### config.mk
export PLATFORM = sky130hd
export DESIGN_NAME = bsg_fpu_div
export DESIGN_NICKNAME = d
export VERILOG_FILES = /design/src/rtl/bsg_fpu_div_pkg.sv /design/src/rtl/bsg_fpu_div_mant_iter.sv /design/src/rtl/bsg_fpu_preprocess.sv /design/src/rtl/bsg_fpu_div.sv
export SDC_FILE = /design/constraint.sdc
export NUM_CORES = 1
export LEC_CHECK = 0
export ABC_CLOCK_PERIOD_IN_PS = 4200
export BUFFER_PORTS_ARGS = -buffer_cell sky130_fd_sc_hd__clkbuf_2
export CORE_AREA = 10 10 169 139
export DETAILED_ROUTE_END_ITERATION = 16
export DIE_AREA = 0 0 179 149
export PLACE_DENSITY_LB_ADDON = 0.25
export SLEW_MARGIN = 20
export SYNTH_ARGS = -nofsm -noshare
export SYNTH_HDL_FRONTEND = slang
export SYNTH_SLANG_ARGS = --single-unit
### constraint.sdc
create_clock -name clk_i -period 4.2 [get_ports clk_i]
set_clock_uncertainty 0.1 [all_clocks]
set_input_delay 0.84 -clock clk_i [delete_from_list [all_inputs] [get_ports clk_i]]
set_output_delay 0.84 -clock clk_i [all_outputs]
set_load 0.005 [all_outputs]
### src/rtl/bsg_fpu_div_pkg.sv
// rtl/bsg_fpu_div_pkg.sv - shared types for the iterative floating-point divider
//
// Purpose: sequencing states used by bsg_fpu_div.
//   IDLE  : waiting for operands (ready_o high when enabled)
//   CALC  : restoring mantissa division, one quotient bit per enabled cycle
//   ROUND : normalise, round-to-nearest-even, select special/arith result
//   DONE  : result presented until the consumer takes it
package bsg_fpu_div_pkg;

  typedef enum logic [1:0] {
    IDLE  = 2'd0,
    CALC  = 2'd1,
    ROUND = 2'd2,
    DONE  = 2'd3
  } state_e;

endpackage

### src/rtl/bsg_fpu_div_mant_iter.sv
// rtl/bsg_fpu_div_mant_iter.sv - restoring mantissa divider datapath
//
// Purpose: holds remainder, divisor, quotient and iteration counter for a
// restoring division of {1,man_a} by {1,man_b}. One quotient bit per step.
// Ports:
//   clk_i, reset_i  clock, synchronous active-high reset
//   load_i          load operands, clear quotient and counter
//   step_i          perform one restoring iteration
//   man_a_i/man_b_i dividend/divisor mantissas (hidden bit implied)
//   done_o          the current step is the final (m_p+3)th iteration
//   quot_o          quotient bits, MSB first
//   rem_nz_o        remainder is non-zero (sticky contribution)
module bsg_fpu_div_mant_iter #(
  parameter int m_p = 23
) (
  input  logic           clk_i,
  input  logic           reset_i,
  input  logic           load_i,
  input  logic           step_i,
  input  logic [m_p-1:0] man_a_i,
  input  logic [m_p-1:0] man_b_i,
  output logic           done_o,
  output logic [m_p+2:0] quot_o,
  output logic           rem_nz_o
);

  localparam int cnt_w_lp = $clog2(m_p + 3);

  logic [m_p+1:0]    rem_q, rem_d, div_q, diff;
  logic [m_p+2:0]    quot_q, quot_d;
  logic [cnt_w_lp-1:0] cnt_q;
  logic              q_bit;

  // Remainder stays below twice the divisor, so after a conditional subtract
  // the top bit is always clear and the left shift cannot lose information.
  always_comb begin
    q_bit  = (rem_q >= div_q);
    diff   = q_bit ? (rem_q - div_q) : rem_q;
    rem_d  = {diff[m_p:0], 1'b0};
    quot_d = {quot_q[m_p+1:0], q_bit};
  end

  always_ff @(posedge clk_i) begin
    if (reset_i) begin
      rem_q  <= '0;
      div_q  <= '0;
      quot_q <= '0;
      cnt_q  <= '0;
    end else if (load_i) begin
      rem_q  <= {2'b01, man_a_i};
      div_q  <= {2'b01, man_b_i};
      quot_q <= '0;
      cnt_q  <= '0;
    end else if (step_i) begin
      rem_q  <= rem_d;
      quot_q <= quot_d;
      cnt_q  <= cnt_q + cnt_w_lp'(1);
    end
  end

  assign done_o   = (cnt_q == cnt_w_lp'(m_p + 2));
  assign quot_o   = quot_q;
  assign rem_nz_o = |rem_q;

endmodule

### src/rtl/bsg_fpu_preprocess.sv
// rtl/bsg_fpu_preprocess.sv - IEEE-754 operand classification
//
// Purpose: split an operand into fields and classify it.
// Ports:
//   a_i        operand {sign, exponent, mantissa}
//   zero_o     +/- zero
//   nan_o      any NaN (quiet or signalling)
//   sig_nan_o  signalling NaN (mantissa MSB clear)
//   infty_o    +/- infinity
//   denormal_o non-zero operand with zero exponent
//   sign_o     sign bit
//   exp_o      biased exponent field
//   man_o      mantissa field (hidden bit not included)
module bsg_fpu_preprocess #(
  parameter int e_p = 8,
  parameter int m_p = 23
) (
  input  logic [e_p+m_p:0] a_i,
  output logic             zero_o,
  output logic             nan_o,
  output logic             sig_nan_o,
  output logic             infty_o,
  output logic             denormal_o,
  output logic             sign_o,
  output logic [e_p-1:0]   exp_o,
  output logic [m_p-1:0]   man_o
);

  logic exp_zero;
  logic exp_ones;
  logic man_zero;

  assign sign_o   = a_i[e_p+m_p];
  assign exp_o    = a_i[e_p+m_p-1:m_p];
  assign man_o    = a_i[m_p-1:0];

  assign exp_zero = ~|exp_o;
  assign exp_ones = &exp_o;
  assign man_zero = ~|man_o;

  assign zero_o     = exp_zero & man_zero;
  assign denormal_o = exp_zero & ~man_zero;
  assign infty_o    = exp_ones & man_zero;
  assign nan_o      = exp_ones & ~man_zero;
  assign sig_nan_o  = nan_o & ~man_o[m_p-1];

endmodule

### src/rtl/bsg_fpu_div.sv
// rtl/bsg_fpu_div.sv - iterative IEEE-754 divider z = a / b
//
// Purpose: fixed-latency restoring divider, round-to-nearest-even, denormal
// results flushed to zero, denormal operands reported as unimplemented.
// Ports:
//   clk_i, reset_i    clock, synchronous active-high reset
//   en_i              global enable; low freezes all state
//   v_i, a_i, b_i     operand valid, dividend, divisor
//   ready_o           accepting operands
//   v_o, z_o          result valid, quotient
//   unimplemented_o, invalid_o, overflow_o, underflow_o, divide_by_zero_o
//                     exception flags, valid with v_o
//   yumi_i            consumer takes the result
module bsg_fpu_div
  import bsg_fpu_div_pkg::*;
#(
  parameter int e_p = 8,
  parameter int m_p = 23
) (
  input  logic             clk_i,
  input  logic             reset_i,
  input  logic             en_i,
  input  logic             v_i,
  input  logic [e_p+m_p:0] a_i,
  input  logic [e_p+m_p:0] b_i,
  output logic             ready_o,
  output logic             v_o,
  output logic [e_p+m_p:0] z_o,
  output logic             unimplemented_o,
  output logic             invalid_o,
  output logic             overflow_o,
  output logic             underflow_o,
  output logic             divide_by_zero_o,
  input  logic             yumi_i
);

  localparam int w_lp = e_p + m_p + 1;
  localparam logic [w_lp-1:0] quiet_nan_lp = {1'b0, {e_p{1'b1}}, 1'b1, {(m_p-1){1'b0}}};
  localparam logic [w_lp-1:0] sig_nan_lp   = {1'b0, {e_p{1'b1}}, 2'b01, {(m_p-2){1'b0}}};
  localparam logic signed [e_p+1:0] bias_lp = (e_p+2)'((1 << (e_p-1)) - 1);
  localparam logic signed [e_p+1:0] emax_lp = (e_p+2)'((1 << e_p) - 1);

  state_e state_q, state_d;
  logic   load, step, iter_done, rem_nz;
  logic [m_p+2:0] quot;

  logic a_zero, a_nan, a_sn, a_inf, a_den, a_sign;
  logic b_zero, b_nan, b_sn, b_inf, b_den, b_sign;
  logic [e_p-1:0] a_exp, b_exp;
  logic [m_p-1:0] a_man, b_man;

  bsg_fpu_preprocess #(.e_p(e_p), .m_p(m_p)) a_pp (
    .a_i(a_i), .zero_o(a_zero), .nan_o(a_nan), .sig_nan_o(a_sn), .infty_o(a_inf),
    .denormal_o(a_den), .sign_o(a_sign), .exp_o(a_exp), .man_o(a_man));

  bsg_fpu_preprocess #(.e_p(e_p), .m_p(m_p)) b_pp (
    .a_i(b_i), .zero_o(b_zero), .nan_o(b_nan), .sig_nan_o(b_sn), .infty_o(b_inf),
    .denormal_o(b_den), .sign_o(b_sign), .exp_o(b_exp), .man_o(b_man));

  bsg_fpu_div_mant_iter #(.m_p(m_p)) iter (
    .clk_i(clk_i), .reset_i(reset_i), .load_i(load), .step_i(step),
    .man_a_i(a_man), .man_b_i(b_man), .done_o(iter_done), .quot_o(quot),
    .rem_nz_o(rem_nz));

  // Special cases are resolved at accept time and carried alongside the
  // mantissa iteration so latency does not depend on the operands.
  logic            sign_x, sp_v, sp_inv, sp_dbz, sp_unimp;
  logic [w_lp-1:0] sp_z;
  logic signed [e_p+1:0] exp_diff_d;

  always_comb begin
    sign_x   = a_sign ^ b_sign;
    sp_v     = 1'b1;
    sp_z     = '0;
    sp_inv   = 1'b0;
    sp_dbz   = 1'b0;
    sp_unimp = 1'b0;
    if (a_sn | b_sn) begin
      sp_z = sig_nan_lp; sp_inv = 1'b1;
    end else if (a_nan | b_nan) begin
      sp_z = quiet_nan_lp;
    end else if ((a_inf & b_inf) | (a_zero & b_zero)) begin
      sp_z = quiet_nan_lp; sp_inv = 1'b1;
    end else if (a_inf) begin
      sp_z = {sign_x, {e_p{1'b1}}, {m_p{1'b0}}};
    end else if (b_inf) begin
      sp_z = {sign_x, {(w_lp-1){1'b0}}};
    end else if (b_zero) begin
      sp_z = {sign_x, {e_p{1'b1}}, {m_p{1'b0}}}; sp_dbz = 1'b1;
    end else if (a_zero) begin
      sp_z = {sign_x, {(w_lp-1){1'b0}}};
    end else if (a_den | b_den) begin
      sp_z = quiet_nan_lp; sp_unimp = 1'b1;
    end else begin
      sp_v = 1'b0;
    end
    exp_diff_d = $signed({2'b00, a_exp}) - $signed({2'b00, b_exp}) + bias_lp;
  end

  logic            sign_q, sp_v_q, sp_inv_q, sp_dbz_q, sp_unimp_q;
  logic [w_lp-1:0] sp_z_q;
  logic signed [e_p+1:0] exp_diff_q;

  always_ff @(posedge clk_i) begin
    if (reset_i) begin
      sign_q <= 1'b0; sp_v_q <= 1'b0; sp_z_q <= '0;
      sp_inv_q <= 1'b0; sp_dbz_q <= 1'b0; sp_unimp_q <= 1'b0;
      exp_diff_q <= '0;
    end else if (load) begin
      sign_q <= sign_x; sp_v_q <= sp_v; sp_z_q <= sp_z;
      sp_inv_q <= sp_inv; sp_dbz_q <= sp_dbz; sp_unimp_q <= sp_unimp;
      exp_diff_q <= exp_diff_d;
    end
  end

  // Normalise: a quotient of [1,2) has its MSB set, [0.5,1) needs one shift.
  logic [m_p-1:0] mant;
  logic [m_p:0]   mant_r;
  logic           guard, sticky, round_up;
  logic signed [e_p+1:0] e_pre, e_r;
  logic [w_lp-1:0] z_d;
  logic            ovf_d, unf_d;

  always_comb begin
    if (quot[m_p+2]) begin
      mant   = quot[m_p+1:2];
      guard  = quot[1];
      sticky = quot[0] | rem_nz;
      e_pre  = exp_diff_q;
    end else begin
      mant   = quot[m_p:1];
      guard  = quot[0];
      sticky = rem_nz;
      e_pre  = exp_diff_q - (e_p+2)'(1);
    end
    round_up = guard & (sticky | mant[0]);
    mant_r   = {1'b0, mant} + (m_p+1)'(round_up);
    e_r      = e_pre + $signed({{(e_p+1){1'b0}}, mant_r[m_p]});
    ovf_d    = 1'b0;
    unf_d    = 1'b0;
    if (e_r[e_p+1] || (e_r == '0)) begin
      z_d   = {sign_q, {(w_lp-1){1'b0}}};
      unf_d = 1'b1;
    end else if (e_r >= emax_lp) begin
      z_d   = {sign_q, {e_p{1'b1}}, {m_p{1'b0}}};
      ovf_d = 1'b1;
    end else begin
      z_d   = {sign_q, e_r[e_p-1:0], mant_r[m_p-1:0]};
    end
    if (sp_v_q) begin
      z_d   = sp_z_q;
      ovf_d = 1'b0;
      unf_d = 1'b0;
    end
  end

  always_ff @(posedge clk_i) begin
    if (reset_i) begin
      z_o <= '0; unimplemented_o <= 1'b0; invalid_o <= 1'b0;
      overflow_o <= 1'b0; underflow_o <= 1'b0; divide_by_zero_o <= 1'b0;
    end else if (en_i && (state_q == ROUND)) begin
      z_o <= z_d;
      unimplemented_o  <= sp_v_q & sp_unimp_q;
      invalid_o        <= sp_v_q & sp_inv_q;
      divide_by_zero_o <= sp_v_q & sp_dbz_q;
      overflow_o       <= ovf_d;
      underflow_o      <= unf_d;
    end
  end

  always_ff @(posedge clk_i) begin
    if (reset_i) state_q <= IDLE;
    else         state_q <= state_d;
  end

  always_comb begin
    state_d = state_q;
    load    = 1'b0;
    step    = 1'b0;
    if (en_i) begin
      case (state_q)
        IDLE:  if (v_i) begin load = 1'b1; state_d = CALC; end
        CALC:  begin step = 1'b1; if (iter_done) state_d = ROUND; end
        ROUND: state_d = DONE;
        DONE:  if (yumi_i) state_d = IDLE;
        default: state_d = IDLE;
      endcase
    end
  end

  assign ready_o = en_i & ~reset_i & (state_q == IDLE);
  assign v_o     = ~reset_i & (state_q == DONE);

endmodule

==> flow_metrics.env <==
export IMPL_worst_path_max_fanout=6
export IMPL_syn_avg_cell_area_um2=7.647
export IMPL_synth_seq_cells=138
export IMPL_use_met1_pct=28.14
export IMPL_hold_class="reg -> reg"
export IMPL_die_w_um=179
export IMPL_cts_tree="done"
export IMPL_p_leak_nw=4.191
export IMPL_maxCapViolCount=0
export IMPL_clock_sinks=138
export IMPL_yosys_area_top_type="dfxtp_1"
export IMPL_p_total_mw=4.527
export IMPL_finalCritPeriodShare_pct=97.50
export IMPL_routedWlPerCell_um=17.38
export IMPL_grt_max_degree=69
export IMPL_finalSetupViolations=0
export IMPL_syn_area_um2=8916
export IMPL_numCtsBuffers=17
export IMPL_die_h_um=149
export IMPL_worst_slew_pin_slew_ns=1.126
export IMPL_dp_cells=1520
export IMPL_synthFlopType="dfxtp_1"
export IMPL_crit_required_ns=4.42
export IMPL_dpl_hpwl_mm=19.59
export IMPL_dr_first_iter_drc_count=848
export IMPL_synth_top_area_share_pct=30.99
export IMPL_dp_slack_ns=-0.2012
export IMPL_cts_root_buf="clkbuf_16"
export IMPL_syn_instance_count=1166
export IMPL_status="finished clean"
export IMPL_met2_usage_pct=29.52
export IMPL_cp_start_kind="flip-flop"
export IMPL_critical_path_class="reg -> reg"
export IMPL_wirelength_mm=27.12
export IMPL_layout_cells_non_filler=1560
export IMPL_fp_dieArea_um2=26670
export IMPL_grt_pass1_vias=8149
export IMPL_clock_path_buffers=2
export IMPL_dr_total_vias=8970
export IMPL_final_setup_worst_slack_ns=0.1050
export IMPL_portBuffers=107
export IMPL_synth_edf_count=0
export IMPL_drive_gt1_share_pct=18.68
export IMPL_min_period_ns=4.095
export IMPL_yosys_warnings=0
export IMPL_cp_arrival_ns=4.32
export IMPL_viasPerCell=5.750
export IMPL_cts_clk_slew_worst_paths_ns=0.06
export IMPL_nFillCells=1932
export IMPL_ant_nets=0
export IMPL_max_slew_margin_rel_pct=24.64
export IMPL_yosysSeqAreaShare_pct=30.99
export IMPL_met3_usage_pct=4.302
export IMPL_synthTopCellsByArea="dfxtp_1, nand2_1, a21oi_1"
export IMPL_grt_ovfl_total=0
export IMPL_async_flop_share_pct=0
export IMPL_cellPowerDensity_nw_per_um2=421.2
export IMPL_grt_usage_pct=19.74
export IMPL_drc=0
export IMPL_clk_latency_ns=0.42
export IMPL_design_core_area_um2=20290
export IMPL_antenna_found_initial=1
export IMPL_nNetsFinal=1391
export IMPL_dr_pass1_iters=5
export IMPL_clock_fmax_mhz=244.2
export IMPL_start_util_pct=43.95
export IMPL_busiest_layer="met2"
export IMPL_grt_pass1_wl_mm=43.06
export IMPL_htree_levels=4
export IMPL_num_rows=47
export IMPL_ys_types=76
export IMPL_hold_violations=0
export IMPL_pin_count=108
export IMPL_worstSetupEndpointType="flip-flop"
export IMPL_vdd_drop_max_mv=0.2807
export IMPL_finalWeightedCongestion=0.9374
export IMPL_finalMaxSlewViolations=0
export IMPL_syn_nets=1280
export IMPL_area_growth_pct=20.53
==> final cells by class <==
| type | instances | area, um2 | share of cell area (%) |
|---|---|---|---|
| Antenna cell | 1 | 2.502 | 0.02329 |
| Clock buffer | 21 | 450.4 | 4.191 |
| Clock inverter | 11 | 192.7 | 1.793 |
| Inverter | 60 | 225.2 | 2.096 |
| Multi-Input combinational cell | 902 | 5791 | 53.88 |
| Sequential cell | 138 | 2766 | 25.74 |
| Tap cell | 269 | 336.6 | 3.132 |
| Timing Repair Buffer | 158 | 982.2 | 9.140 |
==> critical path: stages (launching register included) <==
cell and delay, ns:
dfxtp_4 0.37, nand2b_4 0.15, a21oi_2 0.17, and4_4 0.24, nand4_1 0.16, nor2_2 0.20, nand2_2 0.10, nor2_4 0.17
ha_4 0.17, ha_4 0.14, nand2_1 0.06, mux2_4 0.32, a211o_4 0.34, a22oi_2 0.20, xor2_2 0.13, a41oi_4 0.22
nand4b_4 0.20, clkbuf_16 0.22, o41ai_2 0.32
==> registers in the layout, indices dropped and copies added, names as in the netlist, 2 cells and up <==
register / count
iter.rem_q: 25
iter.div_q: 24
z_o: 32
iter.cnt_q: 5
sp_z_q: 4
iter.quot_o: 26
state_q: 2
exp_diff_q: 10
==> through the flow <==
stage / utilization, % / instance area (um2) / TNS (ns) / hold WS (ns)
detailed placement: 48.69 / 9878 / -2.550 / 0.3383
global placement: 48.69 / 9878 / -0.3606 / 0.3379
CTS: 52.03 / 10560 / 0 / 0.3551
global route: 52.96 / 10740 / -0.5947 / 0.3717
floorplan: - / 8920 / 0 / 0.3363
finish: 52.97 / 10750 / 0 / 0.3493
==> layout by cell type (no fill, tap or decap), drive strengths merged, types with 7 or more instances in the layout <==
cell / count
o21ai: 59
a21oi: 116
o41ai: 8
nand2b: 14
ha: 43
nand4: 13
a211oi: 35
o211ai: 22
or3: 11
xor2: 22
nor2: 63
and2: 9
nor2b: 14
mux2i: 10
buf: 49
a211o: 7
xnor2: 33
dfxtp: 138
a31oi: 7
clkbuf: 130
and3: 12
o221a: 9
a21o: 7
nor3: 36
nand3: 35
nand2: 190
nor4: 25
o31ai: 10
inv: 61
==> per-layer routing <==
layer / vias up / part of all wire, %
li1: 4458 / -
met1: 4181 / 48
met2: 298 / 43
met3: 33 / 7.5
met4: 0 / 1.3
met5: - / 0
==> power by group <==
group / switching [mW] / internal (mW)
clock: 0.589 / 1.07
combinational: 0.865 / 0.564
sequential: 0.0674 / 1.37
==> timing repair <==
item / in CTS / in global routing
setup buffers: 2 / 3
resized for setup: 2 / 22
hold buffers: 0 / 0
cloned: 0 / 2
pin swaps: 1 / 7
setup endpoints to repair: 29 / 32
==> path summary, 6_finish.rpt <==
kind                                                   start                    to  slack (ns)  cells past startpoint
worst max-delay path            iter.quot_o[25]$_SDFFE_PP0P_   z_o[4]$_SDFFE_PP0P_        0.11                     18
worst min-delay path                    z_o[18]$_SDFFE_PP0P_  z_o[18]$_SDFFE_PP0P_        0.35                      2
worst max register to register  iter.quot_o[25]$_SDFFE_PP0P_   z_o[4]$_SDFFE_PP0P_        0.11                     18
worst min register to register          z_o[18]$_SDFFE_PP0P_  z_o[18]$_SDFFE_PP0P_        0.35                      2
==> cell families (layout without fill, tap and decap cells) <==
| family | Yosys count | in the layout | synth area share, % |
|---|---|---|---|
| AO/OA/AOI/OAI | 337 | 337 | 25.44 |
| AND/OR/NAND/NOR | 451 | 451 | 24.47 |
| XOR/XNOR | 56 | 56 | 5.655 |
| multiplexers | 13 | 13 | 1.502 |
| other | 0 | 1 | 0 |
| adder cells (fa/ha/maj) | 45 | 45 | 6.483 |
| buffers and inverters | 126 | 250 | 5.459 |
| flip-flops | 138 | 138 | 30.99 |
==> synth_stat cells, types with 5 or more instances <==
cell,instances
a211o_1,7
a211oi_1,35
a21boi_0,5
a21o_1,7
a21oi_1,116
a31oi_1,7
and2_1,9
and3_1,12
buf_1,11
clkbuf_1,49
dfxtp_1,138
ha_1,43
inv_1,60
mux2i_1,10
nand2_1,190
nand2b_1,13
nand3_1,35
nand4_1,13
nor2_1,62
nor2b_1,14
nor3_1,36
nor4_1,25
o211ai_1,22
o21ai_0,58
o221a_2,9
o31ai_1,10
o41ai_2,5
or2_2,5
or3_1,11
xnor2_1,33
xor2_1,22
Note: power is estimated with default switching activity, not from simulation.
